File: src/rtl/ysyx_23060042_ctrl.sv
// ysyx_23060042_ctrl: multi-cycle core control FSM.
// It sequences instruction fetch, decode, an optional load/store and write-back.
// A shared wait counter turns a stalled fetch or LSU handshake into a sticky
// ERROR state after MEM_TIMEOUT idle cycles.
// Optional feature macro: YSYX_23060042_PERF_EN adds the mcycle/minstret
// performance counters as extra output ports.
//
// Handshake semantics:
// - ifu_req and ifu_rvalid: ifu_req is high for every FETCH cycle. The first
//   cycle in which ifu_rvalid is high completes the fetch, and inst_in is
//   captured at that edge.
// - lsu_req and lsu_done: lsu_req is high for every MEM cycle. The first cycle
//   in which lsu_done is high completes the access.
// - ifu_rvalid outside FETCH and lsu_done outside MEM have no effect.
module ysyx_23060042_ctrl #(
    parameter int unsigned MEM_TIMEOUT = 255
) (
    input  logic        clk,
    input  logic        rst,
    output logic        ifu_req,
    input  logic        ifu_rvalid,
    input  logic [31:0] inst_in,
    output logic [31:0] inst,
    input  logic        Regen,
    input  logic        Pcjen,
    input  logic [1:0]  Mwen,
    input  logic [1:0]  Mren,
    input  logic        Brken,
    output logic        lsu_req,
    input  logic        lsu_done,
    output logic        reg_we,
    output logic        pc_we,
    output logic        halt,
    output logic        err,
    output logic [2:0]  state
`ifdef YSYX_23060042_PERF_EN
    ,
    output logic [63:0] mcycle,
    output logic [63:0] minstret
`endif
);

    typedef enum logic [2:0] {
        S_IDLE   = 3'd0,
        S_FETCH  = 3'd1,
        S_DECODE = 3'd2,
        S_MEM    = 3'd3,
        S_WB     = 3'd4,
        S_HALT   = 3'd5,
        S_ERROR  = 3'd6
    } state_e;

    localparam int CW = (MEM_TIMEOUT < 2) ? 1 : $clog2(MEM_TIMEOUT + 1);
    localparam logic [CW-1:0] TIMEOUT_V = CW'(MEM_TIMEOUT);
    localparam logic [31:0] NOP = 32'h0000_0013;

    state_e        state_q, state_d;
    logic [31:0]   inst_q, inst_d;
    logic [CW-1:0] cnt_q, cnt_d;
    logic          ifu_req_q, ifu_req_d;
    logic          lsu_req_q, lsu_req_d;
    logic          reg_we_q, reg_we_d;
    logic          pc_we_q, pc_we_d;
    logic          halt_q, halt_d;
    logic          err_q, err_d;

    // The PC is written on every WB. Pcjen only selects the jump target in the
    // PC datapath, so the control sequence itself never looks at it.
    logic pcjen_unused;
    assign pcjen_unused = Pcjen;

    // Next-state, instruction latch and wait-counter logic.
    always_comb begin
        state_d = state_q;
        inst_d  = inst_q;
        cnt_d   = cnt_q;
        case (state_q)
            S_IDLE: begin
                state_d = S_FETCH;
                cnt_d   = '0;
            end
            S_FETCH: begin
                // A handshake in the same cycle as the timeout count wins.
                if (ifu_rvalid) begin
                    inst_d  = inst_in;
                    state_d = S_DECODE;
                end else if (cnt_q == TIMEOUT_V) begin
                    state_d = S_ERROR;
                end else begin
                    cnt_d = cnt_q + CW'(1);
                end
            end
            S_DECODE: begin
                if (Brken) begin
                    state_d = S_HALT;
                end else if ((Mren != 2'b00) || (Mwen != 2'b00)) begin
                    state_d = S_MEM;
                    cnt_d   = '0;
                end else begin
                    state_d = S_WB;
                end
            end
            S_MEM: begin
                if (lsu_done) begin
                    state_d = S_WB;
                end else if (cnt_q == TIMEOUT_V) begin
                    state_d = S_ERROR;
                end else begin
                    cnt_d = cnt_q + CW'(1);
                end
            end
            S_WB: begin
                state_d = S_FETCH;
                cnt_d   = '0;
            end
            S_HALT:  state_d = S_HALT;
            S_ERROR: state_d = S_ERROR;
            default: state_d = S_ERROR;
        endcase
    end

    // Outputs are registered, so each one is decoded from the next state.
    // Regen is stable from DECODE through WB because inst only changes on a fetch.
    always_comb begin
        ifu_req_d = (state_d == S_FETCH);
        lsu_req_d = (state_d == S_MEM);
        pc_we_d   = (state_d == S_WB);
        reg_we_d  = (state_d == S_WB) && Regen;
        halt_d    = (state_d == S_HALT);
        err_d     = (state_d == S_ERROR);
    end

`ifdef YSYX_23060042_PERF_EN
    logic [63:0] mcycle_q, mcycle_d;
    logic [63:0] minstret_q, minstret_d;

    // Cycle counter freezes in HALT/ERROR. Retired count bumps once per WB.
    // Both wrap naturally at 2^64.
    always_comb begin
        mcycle_d   = mcycle_q;
        minstret_d = minstret_q;
        if ((state_q != S_HALT) && (state_q != S_ERROR)) begin
            mcycle_d = mcycle_q + 64'd1;
        end
        if (state_q == S_WB) begin
            minstret_d = minstret_q + 64'd1;
        end
    end

    // Performance counter registers.
    always_ff @(posedge clk or posedge rst) begin
        if (rst) begin
            mcycle_q   <= 64'd0;
            minstret_q <= 64'd0;
        end else begin
            mcycle_q   <= mcycle_d;
            minstret_q <= minstret_d;
        end
    end

    assign mcycle   = mcycle_q;
    assign minstret = minstret_q;
`endif

    // FSM state, instruction register, wait counter and registered outputs.
    always_ff @(posedge clk or posedge rst) begin
        if (rst) begin
            state_q   <= S_IDLE;
            inst_q    <= NOP;
            cnt_q     <= '0;
            ifu_req_q <= 1'b0;
            lsu_req_q <= 1'b0;
            reg_we_q  <= 1'b0;
            pc_we_q   <= 1'b0;
            halt_q    <= 1'b0;
            err_q     <= 1'b0;
        end else begin
            state_q   <= state_d;
            inst_q    <= inst_d;
            cnt_q     <= cnt_d;
            ifu_req_q <= ifu_req_d;
            lsu_req_q <= lsu_req_d;
            reg_we_q  <= reg_we_d;
            pc_we_q   <= pc_we_d;
            halt_q    <= halt_d;
            err_q     <= err_d;
        end
    end

    assign state   = state_q;
    assign inst    = inst_q;
    assign ifu_req = ifu_req_q;
    assign lsu_req = lsu_req_q;
    assign reg_we  = reg_we_q;
    assign pc_we   = pc_we_q;
    assign halt    = halt_q;
    assign err     = err_q;

endmodule

File: config.mk
export PLATFORM = sky130hd
export DESIGN_NAME = ysyx_23060042_ctrl
export DESIGN_NICKNAME = d
export VERILOG_FILES = /design/src/rtl/ysyx_23060042_ctrl.sv
export SDC_FILE = /design/constraint.sdc
export NUM_CORES = 1
export LEC_CHECK = 0
export ABC_AREA = 1
export BUFFER_PORTS_ARGS = -buffer_cell sky130_fd_sc_hd__clkbuf_2
export CORE_MARGIN = 3
export CORE_UTILIZATION = 44
export DETAILED_ROUTE_END_ITERATION = 8
export PLACE_DENSITY = 0.83
export SLEW_MARGIN = 15
export SYNTH_ARGS = -nofsm -noshare
export SYNTH_HDL_FRONTEND = slang
export SYNTH_SLANG_ARGS = --single-unit
File: constraint.sdc
create_clock -name clk -period 1.4 [get_ports clk]
set_input_delay 0.14 -clock clk [delete_from_list [all_inputs] [get_ports clk]]
set_output_delay 0.14 -clock clk [all_outputs]
set_load 0.03 [all_outputs]
==> out/summary.md, run 1 <==
The library cell with the largest summed area after synthesis was sky130_fd_sc_hd__dfrtp_1. The share of the synthesized netlist area taken by xor and xnor gates works out to 0.00395. The sequential element share of the synthesized area is 0.554, and the required arrival time at the worst endpoint is 1.60 ns. Dividing the detail-routed wire length by the instance count gives 11.8 um.

In the final timing run, aggregate negative setup slack is 0 ns. The commonest cells after synthesis are 159 x sky130_fd_sc_hd__nand2_1, 46 x sky130_fd_sc_hd__dfrtp_1, 25 x sky130_fd_sc_hd__nor2_1, 20 x sky130_fd_sc_hd__inv_1, 10 x sky130_fd_sc_hd__nand3_1. Maximum number of pins on one net before global-route repair: 50.

At the pin with the least slew margin, the transition time is 0.350 ns. Synthesis produced 292 cells. Power spread over the standard cell area amounts to 2330 nW/um^2. The detail route stage leaves a number of antenna-violating nets equal to 0. The flow ran to the end, and the final reports show no timing, DRC or antenna violations.

Wires add up to 5530 um. The floorplan has 25 rows. The first global-routing pass estimated 8900 um of wire. The die is 77.0 um wide. The worst register-to-register path begins at state[1]. Clock-pin slew was measured on the worst setup and hold paths at 0.09 ns.

The total area inside the core boundary comes to 4790 sq um. TritonCTS built the clock tree. Clock tree synthesis inserted a total of 5 buffers. Among all flip-flop cells after synthesis, the most frequent one is sky130_fd_sc_hd__dfrtp_1. Fraction of synthesized area in multiplexers: 0. Area growth from synthesis to layout: 43.0%. In this run the register-to-register setup slack is 0.04 ns.

The placer's final routability congestion estimate came out at 0.812. Counting both buffers and inverters, the worst setup path holds a total of 3. The synthesized area per cell is 7.60 sq um, and the net count of the finished layout is 446. The smallest hold slack is 0.00260 ns.

The clock root buffer master was sky130_fd_sc_hd__clkbuf_8. The critical setup path kind is flop to flop. The relative max-transition margin came out at 0.766. The worst flop-to-flop path endpoint was halt.

The final cycle utilization of the critical path came out at 0.969. Setup repair after global routing could not meet its margin everywhere. The final critical path time including I/O delays and setup came out at 1.36 ns.

The critical path runs through a total of 7 cells. Fraction of layout instances using a drive strength above 1: 0.397. For the final total power, the log shows 0.00739 W. Counting every net in the synthesized netlist gives 336. The HPWL after detailed placement is 3820 um. For the maximum achievable frequency, the log shows 737 MHz. The share of synthesized flip-flops with an asynchronous set or reset is 1.00, and the count of inserted antenna diode cells is 0. Counting flops and latches in the post-synthesis netlist gives 49.

The number of design rule violations left after detail routing was 0. Along the worst hold path, the cell count comes to 3. Summing every instance area after synthesis gives 2220 sq um. The run gives 459 as the count of placed standard cells including taps. The simple-gate share of the synthesized area was 0.369; the vias per cell was 4.67. The tool flagged a number of max-cap violations equal to 0.

The delay contributed by the slowest stage of the critical path was 0.46 ns. Counting distinct cell types in the post-synthesis netlist gives 21. Walking the worst path, the cells encountered are inv_2, nor3_2, buf_4, a21oi_2, nand3_2, inv_2, nor2_1.

The min-delay analysis places its worst path in the category input pin to flop. The starting density of the core is 0.464. The fraction of synthesized cell area taken by the top area cell type is 0.519, and the complex-gate fraction of the synthesized area is 0.0163.

The kind of cell with the highest combined delay along the critical path is flip-flops. The clock sink count is 49, and the via count of the first global-routing pass is 2087. Adder-cell area share of the yosys netlist: 0.00564. Global routing finished with a remaining overflow of 0. Pin placement for this block handled 84 I/O pins.

The total global-route track usage came out at 0.184. The critical path's most frequent cell is sky130_fd_sc_hd__inv_2. The tools report the end point of the critical path as halt. The logs give 1.56 ns for the arrival time reported for the critical path endpoint and 4 for the number of search-and-repair iterations in the first detailed-routing pass. The analysis attributes to cell leakage a power of 1.86 nW. The Yosys step of the flow raised 0 warnings.

Setup violations remaining at the end of the flow were counted as 0. Port buffering added 82 buffers. The largest clock skew in the final design came out at 0.00366 ns. Number of max-slew violations in the final report: 0. STA classifies the critical path startpoint as a flop. The die covers 5930 sq um. The critical-path maximum fanout works out to 6. In this run, synthesis inferred 0 flip-flops with an integrated enable. The die is 77.0 um tall. For the number of H-tree levels, the log shows 2.

For the initial antenna violation count, the log shows 0. The combinational family with the most area after synthesis is simple AND/OR/NAND/NOR gates. Sort of element at the end of the critical path: a flop. In this run, the number of DRC markers left after iteration 0 of detailed routing was 104.

By area the synthesized netlist is led by sky130_fd_sc_hd__dfrtp_1 52%, sky130_fd_sc_hd__nand2_1 27%, sky130_fd_sc_hd__nor2_1 4.2%, sky130_fd_sc_hd__dfstp_2 3.6%, sky130_fd_sc_hd__inv_1 3.4%. The count of cells in the finished layout, fillers not included, comes to 470. The cell with the largest stage delay on the worst path was sky130_fd_sc_hd__dfrtp_2.

The largest buffer count on any clock path came out at 2. The run gives 0.30 ns as the clock latency of the later-clocked register in the worst-skew pair. For this block, the via count after detailed routing is 2195. The tools report the total count of hold-check failures in the final report as 0.

In this run the worst setup path begins at state[1]. The most common cell in the synthesized netlist is sky130_fd_sc_hd__nand2_1. For the largest vdd supply drop, the log shows 1260 uV. Measured in cells, the most critical reg-to-reg path has a length of 7.

Counting the fill cells in the layout gives 391.
## layout make-up
type                            count  area (sq um)  share of cell area
Clock buffer                        7          96.3              0.0304
Clock inverter                      1          8.76             0.00276
Inverter                           23          86.3              0.0272
Multi-Input combinational cell    214           987               0.311
Sequential cell                    49          1230               0.389
Tap cell                           67          83.8              0.0264
Timing Repair Buffer              109           678               0.214
## registers in the layout, summed over array words and instances (netlist names)
| name | count |
|---|---|
| inst | 32 |
| ifu_req | 1 |
| err | 1 |
| lsu_req | 1 |
| cnt_q | 8 |
| reg_we | 1 |
| pc_we | 1 |
| state | 3 |
| halt | 1 |
## worst register-to-register path: cells and delay by family (launching register included)
kind            cells  cell delay [ns]
simple gates        3             0.25
flops               1             0.46
buf+inv             3             0.31
compound gates      1             0.24
## what timing repair did
action	CTS	global route
gates cloned	0	1
setup buffers	0	2
resized for setup	7	30
hold buffers	1	0
endpoints found under the hold margin	46	0
pin swaps	2	14
endpoints found under the setup margin	10	46
## kinds of logic (layout without fill, tap and decap cells)
family / Yosys count / count (layout)
AO/OA/AOI/OAI: 6 / 6
XOR/XNOR: 1 / 1
adder cells (fa/ha/maj): 1 / 1
AND/OR/NAND/NOR: 206 / 206
flip-flops: 49 / 49
buffers and inverters: 29 / 140
## stage by stage
stage	setup slack (ns)	area, sq um	utilization
3_5_place_dp	-0.0265	2910	0.608
3_3_place_gp	0.0177	2910	0.608
4_1_cts	0.00467	3040	0.636
5_1_grt	-0.0398	3170	0.663
6_report	0.0429	3170	0.663
2_1_floorplan	-0.0134	2220	-
## power by group
group,internal [W],switching [W]
registers,0.00204,0.000386
clock network,0.000456,0.000468
logic,0.00136,0.00268
total,0.00386,0.00353
## worst min-delay path by stage
| stage | start | end | slack (ns) |
|---|---|---|---|
| after floorplan | inst_in[0] | inst[0] | 0.23 |
| after global placement | rst | inst[31] | 0.18 |
| after CTS | inst_in[0] | inst[0] | 0.0002 |
| after detailed placement | rst | inst[31] | 0.19 |
| final | inst_in[0] | inst[0] | 0.003 |
| after global routing | inst_in[4] | inst[4] | 0.02 |
## layer usage
metal | track usage | vias up | routed length [um]
li1 | - | 1099 | -
met2 | 0.332 | 65 | 2750
met1 | 0.214 | 1021 | 2380
met4 | 0.0641 | 0 | 90
met3 | 0.0387 | 10 | 314
met5 | 0 | - | 0
## placed cells by master, fill, tap and decap left out, types with 3 or more instances in the layout
cell type | netlist | final
sky130_fd_sc_hd__nand4_1 | 3 | 3
sky130_fd_sc_hd__nand2_2 | 3 | 11
sky130_fd_sc_hd__nand3_2 | 1 | 6
sky130_fd_sc_hd__nand2_1 | 159 | 150
sky130_fd_sc_hd__dfrtp_2 | 0 | 3
sky130_fd_sc_hd__nor2_4 | 0 | 6
sky130_fd_sc_hd__dfstp_2 | 3 | 3
sky130_fd_sc_hd__clkbuf_8 | 0 | 7
sky130_fd_sc_hd__buf_12 | 0 | 3
sky130_fd_sc_hd__dfrtp_1 | 46 | 43
sky130_fd_sc_hd__inv_1 | 20 | 16
sky130_fd_sc_hd__clkbuf_2 | 0 | 82
sky130_fd_sc_hd__buf_4 | 0 | 20
sky130_fd_sc_hd__nor2_1 | 25 | 20
sky130_fd_sc_hd__nand3_1 | 10 | 5
sky130_fd_sc_hd__inv_2 | 3 | 7
sky130_fd_sc_hd__a21oi_2 | 1 | 3
Power figures use the tool's default switching activity.
==> inputs of run 2 (changes only) <==
--- a/config.mk
+++ b/config.mk
@@ -7,6 +7,7 @@
 export LEC_CHECK = 0
 export ABC_AREA = 1
 export BUFFER_PORTS_ARGS = -buffer_cell sky130_fd_sc_hd__clkbuf_2
+export CORE_ASPECT_RATIO = 0.8
 export CORE_MARGIN = 3
 export CORE_UTILIZATION = 44
 export DETAILED_ROUTE_END_ITERATION = 8
==> out/summary.md, run 2 (synthesis results as in run 1) <==
The die outline height was 69.5 um. Setup repair after global routing could not meet its margin everywhere. The tools report the hold-critical path endpoint as inst[1]. Switching power as a share of total power: 0.483.

The path class of the tightest hold or removal check is input pin to flop. The number of I/O port buffers was 82. For the worst setup path, the data arrival time is 1.59 ns.

Summed over all nets, the switching power comes to 0.00341 W. The core footprint was 4730 sq um. After detailed routing, the met3 layer carries 392 um of wire. For the total I/O pin count, the log shows 84. For the worst-skew pair, the clock arrives at the later sink with an insertion delay of 0.30 ns.

The internal reg-to-reg setup slack is 0.01 ns, and the total global-route track usage is 0.181. The tools report the sort of element at the end of the critical path as a flop. The maximum achievable frequency is 722 MHz.

The area growth from synthesis to layout was 37.7%; the overall die area was 5940 sq um. TritonCTS built the clock tree. The number of rows created at floorplan came out at 22. At the worst endpoint, the required time is 1.60 ns. For this design the ratio of total power to cell area is 2310 nW/um^2.

The run gives 0 as the initial antenna violation count. Internal power comes to 0.00365 W. The library cell used most frequently in the layout, excluding fill and tap cells, is sky130_fd_sc_hd__nand2_1. The count of inserted antenna diode cells is 0, and the flip-flop count of the largest register after layout is 32. The final cycle utilization of the critical path works out to 0.989.

Counting along the longest clock path gives a buffer depth of 2. After layout, the design draws a total of 0.00706 W. The run gives 0 as the total congestion overflow. For the pin with the worst max-slew slack, the measured transition is 0.301 ns. Across the routed clock network, the largest skew measured is 0.00404 ns. For this run, the post-layout net count is 444. Along the worst path, the maximum fanout reaches 5. The tools report the maximum number of pins on one net before global-route repair as 50. The via count of the first global-routing pass came out at 2039. The root buffer cell chosen for the clock tree is sky130_fd_sc_hd__clkbuf_8.

IR analysis of the VDD net gives a maximum drop of 1170 uV. The logs give 5 for the CTS buffer count and 0.00579 ns for the worst setup timing slack at the placement stage. The worst register-to-register path ends at cnt_q[0]. The tools report the part of the total power dissipated in the clock network as 0.115. Startpoint of the lowest-slack register-to-register path: cnt_q[0]. The detailed router placed 2140 vias in this run.

The combinational share of power was 0.542; the setup TNS was 0 ns. After clock tree synthesis, the clock-pin slew on the worst setup and hold paths is 0.09 ns. For the number of max-slew violations in the final report, the log shows 0. Counting instances, the worst hold path has a depth of 3. The fraction of layout instances using a drive strength above 1 is 0.349.

CTS saw 49 sinks. In the final routing, the length of wire on met1 measures 2290 um. The final routed wire length divided by cell count came out at 11.3 um. Summed over all nets, the half-perimeter wirelength after detailed placement is 3840 um.

The run gives 2 as the number of H-tree levels. The startpoint type of the worst setup path was a flop. After detailed routing, the number of remaining DRC violations is 0. The die boundary width is 85.4 um.

The count of cells along the worst register-to-register path was 9. Standby leakage power: 1.82 nW. The first global-routing pass estimated 8800 um of wire.

The final setup violation count is 0. Total count of hold-check failures in the final report: 0. The run finished with clean final reports. The worst min-delay path startpoint is inst_in[1]. The logs give 0.469 for the starting density of the core and 2460 um for the routed wire length on met2.

The vias per cell is 4.64, and the fraction of power consumed by sequential logic is 0.343. The final critical path time including I/O delays and setup is 1.39 ns, and the final design instance area without fill is 3060 sq um. Max-cap violations in this run came to 0.

The relative max-transition margin is 0.797, and the count of nets left with antenna violations after detail routing is 0. Highest metal layer with signal wires: met4. The library cells used most frequently in the layout, excluding fill and tap cells, are 155 x sky130_fd_sc_hd__nand2_1, 82 x sky130_fd_sc_hd__clkbuf_2, 43 x sky130_fd_sc_hd__dfrtp_1, 23 x sky130_fd_sc_hd__nor2_1, 19 x sky130_fd_sc_hd__inv_1. The critical path is of the flop to flop type.

For the final worst setup slack, the log shows 0.0149 ns. Number of search-and-repair iterations in the first detailed-routing pass: 4. For this block, the initial DRC count from the detailed router was 106. The congestion estimate from routability-driven global placement came to 0.916. After detailed placement, the total cell area comes to 2860 sq um. The tools report the total detailed-routing wirelength as 5210 um.
run 2: how the worst max path moves through the flow:
stage | start | end | slack, ns | cells past startpoint
6_report | cnt_q[0] | cnt_q[0] | 0.01 | 9
5_1_grt | cnt_q[0] | cnt_q[7] | -0.09 | 9
4_1_cts | state[0] | inst[31] | 0.01 | 7
3_5_place_dp | cnt_q[0] | cnt_q[6] | 0.006 | 9
3_3_place_gp | cnt_q[0] | cnt_q[7] | 0.04 | 9
2_1_floorplan | rst | state[0] | -0.01 | 1
run 2: what timing repair did:
item	CTS	global route
setup endpoints to repair	6	46
endpoints found under the hold margin	48	0
gates resized for setup	2	17
hold buffers	3	0
pin swaps	0	3
setup buffers	0	1
run 2: cell type report:
cell class | instances | area, sq um
Tap cell | 60 | 75.1
Multi-Input combinational cell | 214 | 928
Clock inverter | 2 | 13.8
Fill cell | 418 | 1680
Sequential cell | 49 | 1230
Clock buffer | 6 | 72.6
Timing Repair Buffer | 107 | 646
Inverter | 23 | 86.3
run 2: critical path, stage by stage, from the launching register on:
cell and delay (ns):
sky130_fd_sc_hd__dfrtp_1 0.38, sky130_fd_sc_hd__ha_2 0.20, sky130_fd_sc_hd__nand2_2 0.07, sky130_fd_sc_hd__nor2_4 0.16
sky130_fd_sc_hd__nand3_2 0.09, sky130_fd_sc_hd__nand3_2 0.08, sky130_fd_sc_hd__nor2_2 0.06, sky130_fd_sc_hd__buf_6 0.14
sky130_fd_sc_hd__nand2_1 0.05, sky130_fd_sc_hd__nand2_1 0.05
run 2: power by group through the flow:
stage	registers [W]	clock network (W)	logic, W
final	0.00242	0.000813	0.00382
after global routing	0.00251	0.000906	0.00418
after CTS	0.00241	0.000854	0.00368
after detailed placement	0.00241	0	0.00367
after global placement	0.00241	0	0.00355
after floorplan	0.00347	0	0.00135
run 2: metal layers:
layer	vias to the layer above	track usage
met5	-	0
met4	0	0.0580
met3	8	0.0404
met2	77	0.294
met1	964	0.239
li1	1091	-
run 2: through the flow:
stage                     hold WS (ns)  utilization  cells
after floorplan                  0.231            -    292
after global placement           0.183        0.605    449
after detailed placement         0.185        0.605    449
after CTS                      0.00770        0.631    460
after global routing            0.0177        0.645    461
final                           0.0146        0.645    461
==> inputs of run 3 (changes only) <==
--- a/config.mk
+++ b/config.mk
@@ -9,9 +9,9 @@
 export BUFFER_PORTS_ARGS = -buffer_cell sky130_fd_sc_hd__clkbuf_2
 export CORE_ASPECT_RATIO = 0.8
 export CORE_MARGIN = 3
-export CORE_UTILIZATION = 44
+export CORE_UTILIZATION = 48
 export DETAILED_ROUTE_END_ITERATION = 8
-export PLACE_DENSITY = 0.83
+export PLACE_DENSITY = 0.85
 export SLEW_MARGIN = 15
 export SYNTH_ARGS = -nofsm -noshare
 export SYNTH_HDL_FRONTEND = slang
==> constraint.sdc (replaced) <==
create_clock -name clk -period 1.49 [get_ports clk]
set_input_delay 0.149 -clock clk [delete_from_list [all_inputs] [get_ports clk]]
set_output_delay 0.149 -clock clk [all_outputs]
set_load 0.03 [all_outputs]
==> out/summary.md, run 3 (synthesis results as in run 1) <==
TritonCTS built the clock tree. Final hold analysis gives a worst-case slack of 0.0138 ns. Number of H-tree levels: 2.

Across the routed clock network, the largest skew measured is 0.00842 ns. The total count of hold-check failures in the final report came out at 0. The run gives 0 ns as the setup TNS.

In the layout the commonest cells are 156 x sky130_fd_sc_hd__nand2_1, 82 x sky130_fd_sc_hd__clkbuf_2, 43 x sky130_fd_sc_hd__dfrtp_1, 25 x sky130_fd_sc_hd__nor2_1, 18 x sky130_fd_sc_hd__inv_1. The actual slew at the worst max-slew pin was 0.459 ns; the total congestion overflow was 0. Data on the critical path is required at its endpoint by 1.74 ns. For this design the static power due to leakage is 1.77 nW. Measured along the y axis, the die boundary spans 66.8 um. Setup slack on the worst reg-to-reg path comes out at 0.08 ns. In this run the worst path has a maximum fanout of 8. Timing would allow up to 708 MHz. The final cycle utilization of the critical path works out to 0.947. Hold-critical path endpoint: inst[4]. The logs give 0.120 for the part of the total power dissipated in the clock network and 4 for the number of search-and-repair iterations in the first detailed-routing pass. Relative max-transition margin: 0.694. The worst hold path belongs to the class input pin to flop. Switching power as a share of total power: 0.490. After the first detailed-routing iteration, the DRC count stood at 110.

The largest buffer count on any clock path was 2; the clock sink count was 49. In the final routed layout, each cell accounts on average for 11.1 um. Starting density of the core: 0.515. The die boundary width was 82.0 um.

Across the VDD grid, the largest voltage drop is 1370 uV. Traced cell by cell, the critical path runs through ha_2, nand2_2, nor2_4, nand3_2, nand3_4, inv_2, nand2_4, nand2_1, nand2_1. The fraction of layout instances using a drive strength above 1 works out to 0.332. The first global-routing pass estimated 8670 um of wire. The count of inserted antenna diode cells was 0.

The delay contributed by the slowest stage of the critical path is 0.39 ns. In this run the critical register-to-register path is captured at cnt_q[4]. Setup violations remaining at the end of the flow were counted as 0. The internal power was 0.00328 W. The cell with the largest stage delay on the worst path was sky130_fd_sc_hd__dfrtp_1. The smallest clock period supported by the final layout is computed as 1.41 ns.

The worst setup path is launched from a flop. Summing over every cut layer, the via total after detailed routing is 2083. Clock root buffer master: sky130_fd_sc_hd__clkbuf_8. The tools report the number of max-cap violations as 0. The congestion estimate from routability-driven global placement came to 0.871. In the routed layout, each cell is associated on average with a via count of 4.64. The floorplan has 21 rows. The logs give 435 for the net count of the finished layout and 0.00315 W for the switching component of the power.

The worst hold path was traced through 3 stages. The worst hold path begins at inst_in[4]. The most common cell after layout, fill and taps aside is sky130_fd_sc_hd__nand2_1. The worst setup path is of the flop to flop kind.

The die covers 5480 sq um. The count of nets left with antenna violations after detail routing is 0. The startpoint identified for the worst register-to-register timing path is cnt_q[1]. After clock tree synthesis, the clock-pin slew on the worst setup and hold paths is 0.09 ns.

The number of buffer and inverter instances along the worst setup path was 1. The initial antenna violation count is 0, and the number of design rule violations left after detail routing is 0. The total global-route track usage was 0.209. For this block, the routed nets add up to 4990 um of wire. The run finished with clean final reports.

The total area inside the core boundary comes to 4310 sq um. Counting the buffers created by CTS gives 5. Via count of the first global-routing pass: 2038.

The combinational share of power is 0.527. The count of buffers added on input and output ports is 82. The number of cells on the worst reg-to-reg path is 9. Data arrives at the worst endpoint at 1.66 ns. The areal power density over the cells is 2170 nW/um^2, and the area growth from synthesis to layout is 33.5%.

Detailed placement ended at an HPWL of 3760 um. Sort of element at the end of the critical path: a flop. Clock latency of the later-clocked register in the worst-skew pair: 0.31 ns. The number of max-slew violations in the final report was 0; the total I/O pin count was 84. Grouping stages by cell kind, the critical path spends the most delay in simple AND/OR/NAND/NOR gates.

By instance count, the cell type seen most on the critical path is sky130_fd_sc_hd__nand2_1. For the maximum number of pins on one net before global-route repair, the log shows 33. Setup repair after global routing could not meet its margin everywhere. For the fraction of power consumed by sequential logic, the log shows 0.353. The flip-flop count of the largest register after layout works out to 32.
run 3: cell count changes in the layout (fill, tap and decap cells not counted), moves of 2 or more:
cell	change
sky130_fd_sc_hd__nor2_2	-2
sky130_fd_sc_hd__nor2_1	+2
sky130_fd_sc_hd__buf_6	-3
sky130_fd_sc_hd__buf_4	-4
sky130_fd_sc_hd__dlygate4sd3_1	-2
run 3: metal layers:
metal / vias up / GRT usage / wire length [um]
met3: 5 / 0.0568 / 372
met2: 75 / 0.341 / 2260
met5: - / 0 / 0
met4: 0 / 0.0892 / 68
met1: 927 / 0.260 / 2290
li1: 1076 / - / -
run 3: worst register-to-register path: cells and delay by family, from the launching register on:
family / cells / cell delay (ns)
simple gates: 7 / 0.72
flops: 1 / 0.39
fa+ha+maj: 1 / 0.20
buf+inv: 1 / 0.05
run 3: what timing repair did:
action | CTS | global route
gates resized for setup | 0 | 16
hold buffers | 1 | 0
buffers inserted | 0 | 3
setup endpoints to repair | 0 | 42
hold endpoints to repair | 16 | 0
run 3: how the worst max path moves through the flow:
stage                  start  endpoint  slack, ns  cells after the start
floorplan           state[2]  cnt_q[5]       0.06                      8
CTS                 cnt_q[1]  cnt_q[1]       0.05                      9
detailed placement  cnt_q[1]  cnt_q[5]       0.08                      9
finish              cnt_q[1]  cnt_q[4]       0.08                      9
global route        cnt_q[1]    reg_we      -0.02                      7
global placement    state[2]  cnt_q[5]       0.12                      9
run 3: area by class of cell:
| cell class | instances | area (sq um) |
|---|---|---|
| clock buffer | 6 | 72.6 |
| clock inverter | 2 | 13.8 |
| fill | 348 | 1350 |
| inverter | 23 | 86.3 |
| multi-input combinational | 214 | 923 |
| sequential | 49 | 1230 |
| tap | 57 | 71.3 |
| timing repair buffer | 98 | 562 |
run 3: per-stage QoR:
step / worst slack (ns) / cells / util / instance area [sq um] / power [W]
2_1_floorplan: 0.0576 / 292 / - / 2220 / 0.00452
3_3_place_gp: 0.115 / 438 / 0.649 / 2800 / 0.00548
3_5_place_dp: 0.0756 / 438 / 0.649 / 2800 / 0.00558
4_1_cts: 0.0535 / 447 / 0.672 / 2890 / 0.00638
5_1_grt: -0.0151 / 449 / 0.688 / 2960 / 0.00695
6_report: 0.0786 / 449 / 0.688 / 2960 / 0.00642
run 3: power groups by stage:
stage / sequential [W] / clock (W) / combinational, W
CTS: 0.00226 / 0.000800 / 0.00332
detailed placement: 0.00226 / 0 / 0.00332
global route: 0.00235 / 0.000849 / 0.00375
global placement: 0.00226 / 0 / 0.00322
finish: 0.00227 / 0.000771 / 0.00338
floorplan: 0.00325 / 0 / 0.00127
